--- config.mk ---
export PLATFORM = sky130hd
export DESIGN_NAME = mips_alu
export DESIGN_NICKNAME = d
export VERILOG_FILES = /design/src/rtl/alu_pkg.sv /design/src/rtl/alu_addsub.sv /design/src/rtl/mips_alu.sv
export SDC_FILE = /design/constraint.sdc
export NUM_CORES = 1
export LEC_CHECK = 0
export ABC_AREA = 1
export BUFFER_PORTS_ARGS = -buffer_cell sky130_fd_sc_hd__clkbuf_2
export CORE_UTILIZATION = 35
export CTS_CLUSTER_SIZE = 25
export DETAILED_ROUTE_END_ITERATION = 8
export HOLD_SLACK_MARGIN = 0.06
export PLACE_DENSITY = 0.64
export RECOVER_POWER = 25
export REMOVE_ABC_BUFFERS = 1
export SLEW_MARGIN = 15
export SYNTH_ARGS = -nofsm -noshare
export SYNTH_HDL_FRONTEND = slang
export SYNTH_HIERARCHICAL = 1
export SYNTH_SLANG_ARGS = --single-unit
--- constraint.sdc ---
create_clock -name clk -period 2.75 [get_ports clk]
set_input_delay 0.275 -clock clk [delete_from_list [all_inputs] [get_ports clk]]
set_output_delay 0.275 -clock clk [all_outputs]
set_load 0.02 [all_outputs]
--- src/rtl/alu_pkg.sv ---
// rtl/alu_pkg.sv - shared op encoding for the mips_alu datapath
package alu_pkg;

   typedef logic [1:0] alu_op_t;

   localparam alu_op_t ALU_ADD = 2'b00;
   localparam alu_op_t ALU_SUB = 2'b01;
   localparam alu_op_t ALU_AND = 2'b10;
   localparam alu_op_t ALU_OR  = 2'b11;

   // true when the op goes through the shared adder
   function automatic logic is_arith(input alu_op_t op);
      return (op == ALU_ADD) || (op == ALU_SUB);
   endfunction

endpackage

--- src/rtl/alu_addsub.sv ---
// rtl/alu_addsub.sv - combinational adder/subtractor shared by ADD and SUB
module alu_addsub
   import alu_pkg::*;
#(
   parameter int WIDTH = 32
) (
   input  logic [WIDTH-1:0] a,
   input  logic [WIDTH-1:0] b,
   input  logic             sub,
   output logic [WIDTH-1:0] sum,
   output logic             cout,
   output logic             ovf
);

   logic [WIDTH-1:0] b_eff;
   logic [WIDTH:0]   full;

   // subtraction is a + ~b + 1, so carry-out set means no borrow;
   // overflow is judged on the operand actually fed to the adder
   always_comb begin
      b_eff = sub ? ~b : b;
      full  = {1'b0, a} + {1'b0, b_eff} + {{WIDTH{1'b0}}, sub};
      sum   = full[WIDTH-1:0];
      cout  = full[WIDTH];
      ovf   = (a[WIDTH-1] == b_eff[WIDTH-1]) && (full[WIDTH-1] != a[WIDTH-1]);
   end

endmodule

--- src/rtl/mips_alu.sv ---
// rtl/mips_alu.sv - registered two-operand ALU with zero/carry/overflow flags
module mips_alu
   import alu_pkg::*;
#(
   parameter int WIDTH = 32
) (
   input  logic             clk,
   input  logic             rst,
   input  logic [WIDTH-1:0] EntradaA,
   input  logic [WIDTH-1:0] EntradaB,
   input  logic [1:0]       OP,
   output logic [WIDTH-1:0] Saida,
   output logic             Zero,
   output logic             Carry,
   output logic             Overflow
);

   logic [WIDTH-1:0] as_sum;
   logic             as_cout;
   logic             as_ovf;
   logic [WIDTH-1:0] result;
   logic             carry_nxt;
   logic             ovf_nxt;
   alu_op_t          op;

   assign op = alu_op_t'(OP);

   alu_addsub #(.WIDTH(WIDTH)) u_addsub (
      .a    (EntradaA),
      .b    (EntradaB),
      .sub  (op == ALU_SUB),
      .sum  (as_sum),
      .cout (as_cout),
      .ovf  (as_ovf)
   );

   // op mux; logic ops never report carry or overflow
   always_comb begin
      result    = '0;
      carry_nxt = 1'b0;
      ovf_nxt   = 1'b0;
      if (is_arith(op)) begin
         result    = as_sum;
         carry_nxt = as_cout;
         ovf_nxt   = as_ovf;
      end else if (op == ALU_AND) begin
         result = EntradaA & EntradaB;
      end else begin
         result = EntradaA | EntradaB;
      end
   end

   // single output register stage; reset discards any pending result
   always_ff @(posedge clk) begin
      if (rst) begin
         Saida    <= '0;
         Zero     <= 1'b0;
         Carry    <= 1'b0;
         Overflow <= 1'b0;
      end else begin
         Saida    <= result;
         Zero     <= (result == '0);
         Carry    <= carry_nxt;
         Overflow <= ovf_nxt;
      end
   end

endmodule

Word level (Yosys, flattened, before mapping)
Index checks and enable logic that the tools add are counted.
- register bits after elaboration: 35
- bits in latches: 0
- memory bits (writable): 0
- bits in read-only memories: 0
- input bits: 68
- memories kept: 0
- add/sub/neg operators: 2
- multiply operators: 0
- divide/modulo/power cells: 0
- magnitude comparators: 0
- eq/ne operators: 4
- shift-type cells: 0
- muxes and demuxes: 3
- bitwise operators: 4
- reductions and logical operators: 5
- operators by type and width (cell ; number):
    2-to-1 mux 32 bit ; 3
    adder 32 x 32 -> 33 bit ; 1
    adder 33 x 1 -> 33 bit ; 1
    bitwise AND 32 bit ; 1
    zero test 32 bit ; 1
    NOT 32 bit ; 1
    bitwise OR 32 bit ; 1
    equality test 2 x 1 -> 1 bit, second input constant ; 1
    equality test 2 bit, second input constant ; 1
    zero test 2 bit ; 1
    OR reduction 2 bit ; 1
    equality test 1 bit ; 1
    logical AND 1 bit ; 1
    logical OR 1 bit ; 1
    != test 1 bit ; 1
    NOT 1 bit ; 1

Depth between registers and ports, before layout
- depth after elaboration: 6
- mapped depth: 25
- mapped depth without buffers: 23

By module
Netlist, hierarchy kept.
- by module, submodules not included (module ; times used ; cells an instance ; area each (µm²) ; seq. area each (µm²)):
    alu_addsub ; 1 ; 419 ; 2383.5 ; 0.0
    mips_alu ; 1 ; 307 ; 1934.4 ; 700.7

Least setup slack after synthesis
Ideal clock, no wire load.
- kind: input to register
- start: in OP[1]
- end: reg Zero
- setup time: 0.064 ns
- arrival time: 2.681 ns
- required time: 2.686 ns
- path slack: 0.005 ns
- stages: 21
- buffers on the path: 3
- cells stage by stage: clkbuf_1 -> nor2_1 -> buf_6 -> buf_2 -> xor2_1 -> ha_1 -> a21o_1 -> nor2_1 -> nor2_1 -> nor2_1 -> nor2_1 -> nor2_1 -> nand2_1 -> nand2_1 -> nand2_1 -> nand2_1 -> o21a_1 -> nand2_1 -> nor2_1 -> nand3_1 -> nor2_1
- longest elaborated chain between the ends: 6
- ends and longest elaborated chain (element ; RTL line ; text):
    start: declaration ; mips_alu.sv:11 ; input logic [1:0] OP,
    equality test 2 x 1 -> 1 bit (*) ; mips_alu.sv:31 ; .sub (op == ALU_SUB),
    2-to-1 mux 32 bit ; alu_addsub.sv:21 ; b_eff = sub ? ~b : b;
    adder 32 x 32 -> 33 bit ; alu_addsub.sv:22 ; full = {1'b0, a} + {1'b0, b_eff} + {{WIDTH{1'b0}}, sub};
    adder 33 x 1 -> 33 bit (*) ; alu_addsub.sv:22 ;
    net as_sum[28] ; mips_alu.sv:18 ; logic [WIDTH-1:0] as_sum;
    2-to-1 mux 32 bit (*) ; mips_alu.sv:42 ; if (is_arith(op)) begin
    zero test 32 bit (*) ; mips_alu.sv:62 ; Zero <= (result == '0);
    end signal: assignment ; mips_alu.sv:62 ;
    end: declaration ; mips_alu.sv:13 ; output logic Zero,
Mark *: on every way through the listed nets, which the timed path passes. The rest lies on a longest branch.
A chain may end at the register's enable or synchronous reset.

Worst setup path after layout
- start: in OP[0]
- end: reg Zero
Same word-level chain as after synthesis.

==> metrics.md <==
| Metric | Value |
|---|---|
| Reg clk slew, reported paths | `0.06 ns` |
| Vias in the first global route | `4742` |
| Post-DP Area | `5730 µm²` |
| DR vias | `5155` |
| Worst hold path stage count | `5` |
| Post-route minimum period | `2.66 ns` |
| Pwr Total | `2.91 mW` |
| RSZ-0062 raised after global routing | `true` |
| Static leakage | `3.30 nW` |
| Peak VDD IR | `0.203 mV` |
| Setup WS pre-CTS | `-0.445 ns` |
| DRC | `0` |
| Power per cell area | `457 nW/µm²` |
| Antenna violation net count after detailed routing | `0` |
| Kind of critical path | `in2reg` |
| Crit path arrival time | `2.88 ns` |
| Worst slew pin tran | `0.583 ns` |
| Data required, critical path | `2.98 ns` |
| First-pass GRT wire length | `22.8 mm` |
| Startpoint types | `input port` |
| Die height | `113 µm` |
| CTS hold repair buffers | `0` |
| Number of vias per cell | `4.71` |
| Ports | `103` |
| GP Congestion | `0.889` |
| Yosys reg bits | `35` |
| Area of the die | `12800 µm²` |
| Crit path top cell by count | `nand2_1` |
| Port Buf Inserts | `102` |
| Cell count after synthesis | `726` |
| Crit-path max FO | `9` |
| Cell area after layout | `6370 µm²` |
| Hold Fails Final Rpt | `0` |
| Worst Hold Path EP | `Saida[6]$_SDFF_PP0_` |
| Total Neg Setup Slack | `0 ns` |
| Initial core utilization | `35.9%` |
| Met1 Wirelength | `7.13 mm` |
| CTS sink cnt | `35` |
| CP max-delay cell | `ha_1` |
| Drt first pass iters | `5` |
| Number of synthesized flops with an enable pin | `0` |
| Fin crit share | `96.6%` |
| Achievable Freq | `0.377 GHz` |
| Layout cells sized above 1 | `35.5%` |
| Routed WL per cell | `13.2 µm` |
| Launch point of the worst hold path | `EntradaB[6]` |
| Core region area | `12000 µm²` |
| Max-cap violations | `0` |
| Total grt overflow | `0` |
| Hold_ws | `0.361 ns` |
| Final Worst Setup Slack | `0.0948 ns` |
| CP Cell Sequence | `buf_6 > inv_4 > nor2_4 > buf_12 > buf_16 > xor2_2 > ha_1 > buf_4 > nand2_2 > nor2_1 > buf_4 > nand2_1 > nand2_1 > a21oi_2 > nand2_4 > xor2_2 > a21oi_2 > nand2_1 > nor2_2 > nand3_1 > nor2_1` |
| DP HPWL | `11.4 mm` |
| Clock tree buffer depth | `2` |
| Initial DRC count | `302` |
| Antenna violations before repair | `0` |
| Max-slew violation count | `0` |
| Post-placement cell count | `1065` |
| Fin cells | `1094` |
| Core Rows | `40` |
| H-tree levels | `2` |
| Layout fillers | `1252` |
| Ys async rst share | `0%` |
| Largest net degree at the start of global routing | `33` |
| Final wirelength | `14.5 mm` |
| Worst path max stage delay | `0.34 ns` |
| Status | `completed` |
| Dominant synthesized flop cell | `dfxtp_1` |
| CTS tree | `yes` |
| Netlist Area Pre-Place | `4320 µm²` |
| Setup Viol. Count Final | `0` |
| Hold WC Path Type | `in2reg` |
| Slew HR | `61.1%` |
| Highest metal used | `met4` |
| GR Util All Layers | `22.4%` |
| Yosys cell types | `36` |
| Synth warnings | `6` |
| N_diodes | `0` |
| Root buffer cell | `clkbuf_16` |
| Critical Path End Type | `register` |
| Final core utilization | `53.0%` |
| Nets@finish | `1046` |
| WL met3 | `585 µm` |
| Cts bufs inserted | `5` |
| Metal2 WL | `6.60 mm` |
| Sequential-to-total area share from yosys stat | `16.2%` |
| Mean area per synthesized cell | `5.95 µm²` |
| Die X | `113 µm` |
| Area growth syn-to-layout | `47.5%` |
-- cell usage after synthesis, types with 5 or more instances --
| cell type | count | area share [%] |
|---|---|---|
| clkbuf_1 | 6 | 0.52 |
| buf_2 | 5 | 0.58 |
| nand3_1 | 30 | 3.5 |
| inv_2 | 5 | 0.43 |
| nand2_1 | 230 | 20 |
| inv_1 | 50 | 4.3 |
| o21a_1 | 6 | 1.0 |
| o21bai_1 | 5 | 0.87 |
| ha_1 | 31 | 9.0 |
| a21oi_1 | 59 | 6.8 |
| buf_6 | 7 | 1.8 |
| dfxtp_1 | 35 | 16 |
| nand2_2 | 10 | 1.4 |
| a21oi_2 | 15 | 3.0 |
| xor2_1 | 48 | 9.7 |
| nor2_1 | 120 | 10 |
| o21ai_0 | 22 | 2.6 |
-- worst max-delay path by stage --
stage	slack [ns]	to	from	cells after the start
2_1_floorplan	-1.63	Zero$_SDFF_PP0_	OP[0]	19
3_5_place_dp	-0.44	Zero$_SDFF_PP0_	OP[0]	23
4_1_cts	0.009	Zero$_SDFF_PP0_	OP[0]	22
6_report	0.09	Zero$_SDFF_PP0_	OP[0]	21
3_3_place_gp	-0.52	Zero$_SDFF_PP0_	OP[0]	23
5_1_grt	-0.05	Zero$_SDFF_PP0_	OP[1]	23
-- what timing repair did --
action	4_1_cts	5_1_grt
setup buffers	10	11
resized for setup	22	70
setup endpoints to repair	1	4
pin swaps	14	43
cloned	1	0
-- registers in the layout (all words and copies together), names as in the netlist --
signal	flops
Saida	32
Zero	1
Carry	1
Overflow	1
-- critical path: cells and delay by family --
family / cells / cell delay [ns]
simple gates: 10 / 0.90
buf+inv: 6 / 0.71
fa+ha+maj: 1 / 0.34
compound gates: 2 / 0.34
xor+xnor: 2 / 0.31
-- report_power, final --
group | total, mW | leakage (nW) | switching [mW] | internal, mW
sequential | 0.578 | 0.290 | 0.0135 | 0.564
clock | 0.574 | 0.0679 | 0.238 | 0.336
combinational | 1.76 | 2.94 | 0.957 | 0.798
total | 2.91 | 3.30 | 1.21 | 1.70
-- final cells by class --
cell class	instances	area [µm²]	area share, %
clock buffers	7	133	2.08
clock inverters	1	5.00	0.0786
inverters	57	216	3.40
multi-input cells	615	3570	56.1
flip-flops and latches	35	701	11.0
well taps	147	184	2.89
repair buffers	232	1560	24.4
-- routing by layer --
layer	GRT usage (%)	vias up
met3	2.57	12
met4	5.00	0
met2	37.3	115
met5	0	-
li1	-	2751
met1	30.8	2277
-- logic make-up after synthesis --
family                     after synthesis  synth area share (%)
AOI/OAI and AO/OA                      118                  16.1
xor gates and xnor gates                52                  10.7
adders and majority gates               32                  9.45
buffers and inverters                   76                  8.23
DFF                                     35                  16.2
and+or+nand+nor                        413                  39.3
-- cell usage in the layout (no fill, tap or decap), types with 2 or more instances in the layout --
| master | instances |
|---|---|
| buf_12 | 4 |
| nand3_1 | 25 |
| nand2_4 | 3 |
| o21ai_0 | 15 |
| nand3b_1 | 2 |
| ha_1 | 28 |
| clkbuf_16 | 5 |
| clkbuf_1 | 19 |
| nand3_2 | 5 |
| or2_1 | 2 |
| nor3_1 | 2 |
| nand4_1 | 4 |
| clkbuf_2 | 83 |
| ha_4 | 3 |
| o21a_1 | 6 |
| o21bai_1 | 4 |
| xnor2_1 | 2 |
| buf_4 | 124 |
| o21ai_1 | 11 |
| nor2_2 | 16 |
| a21o_1 | 4 |
| nor3_2 | 2 |
| dfxtp_1 | 35 |
| inv_2 | 5 |
| xor2_2 | 8 |
| nor2_4 | 4 |
| o21ai_2 | 2 |
| a21oi_2 | 35 |
| nand2_1 | 212 |
| nor2_1 | 104 |
| clkinv_1 | 2 |
| inv_1 | 49 |
| nor3b_1 | 2 |
| a21oi_1 | 39 |
| nand2_2 | 28 |
| buf_6 | 2 |
| xor2_1 | 41 |
No activity file was read; power rests on OpenSTA's default activity.
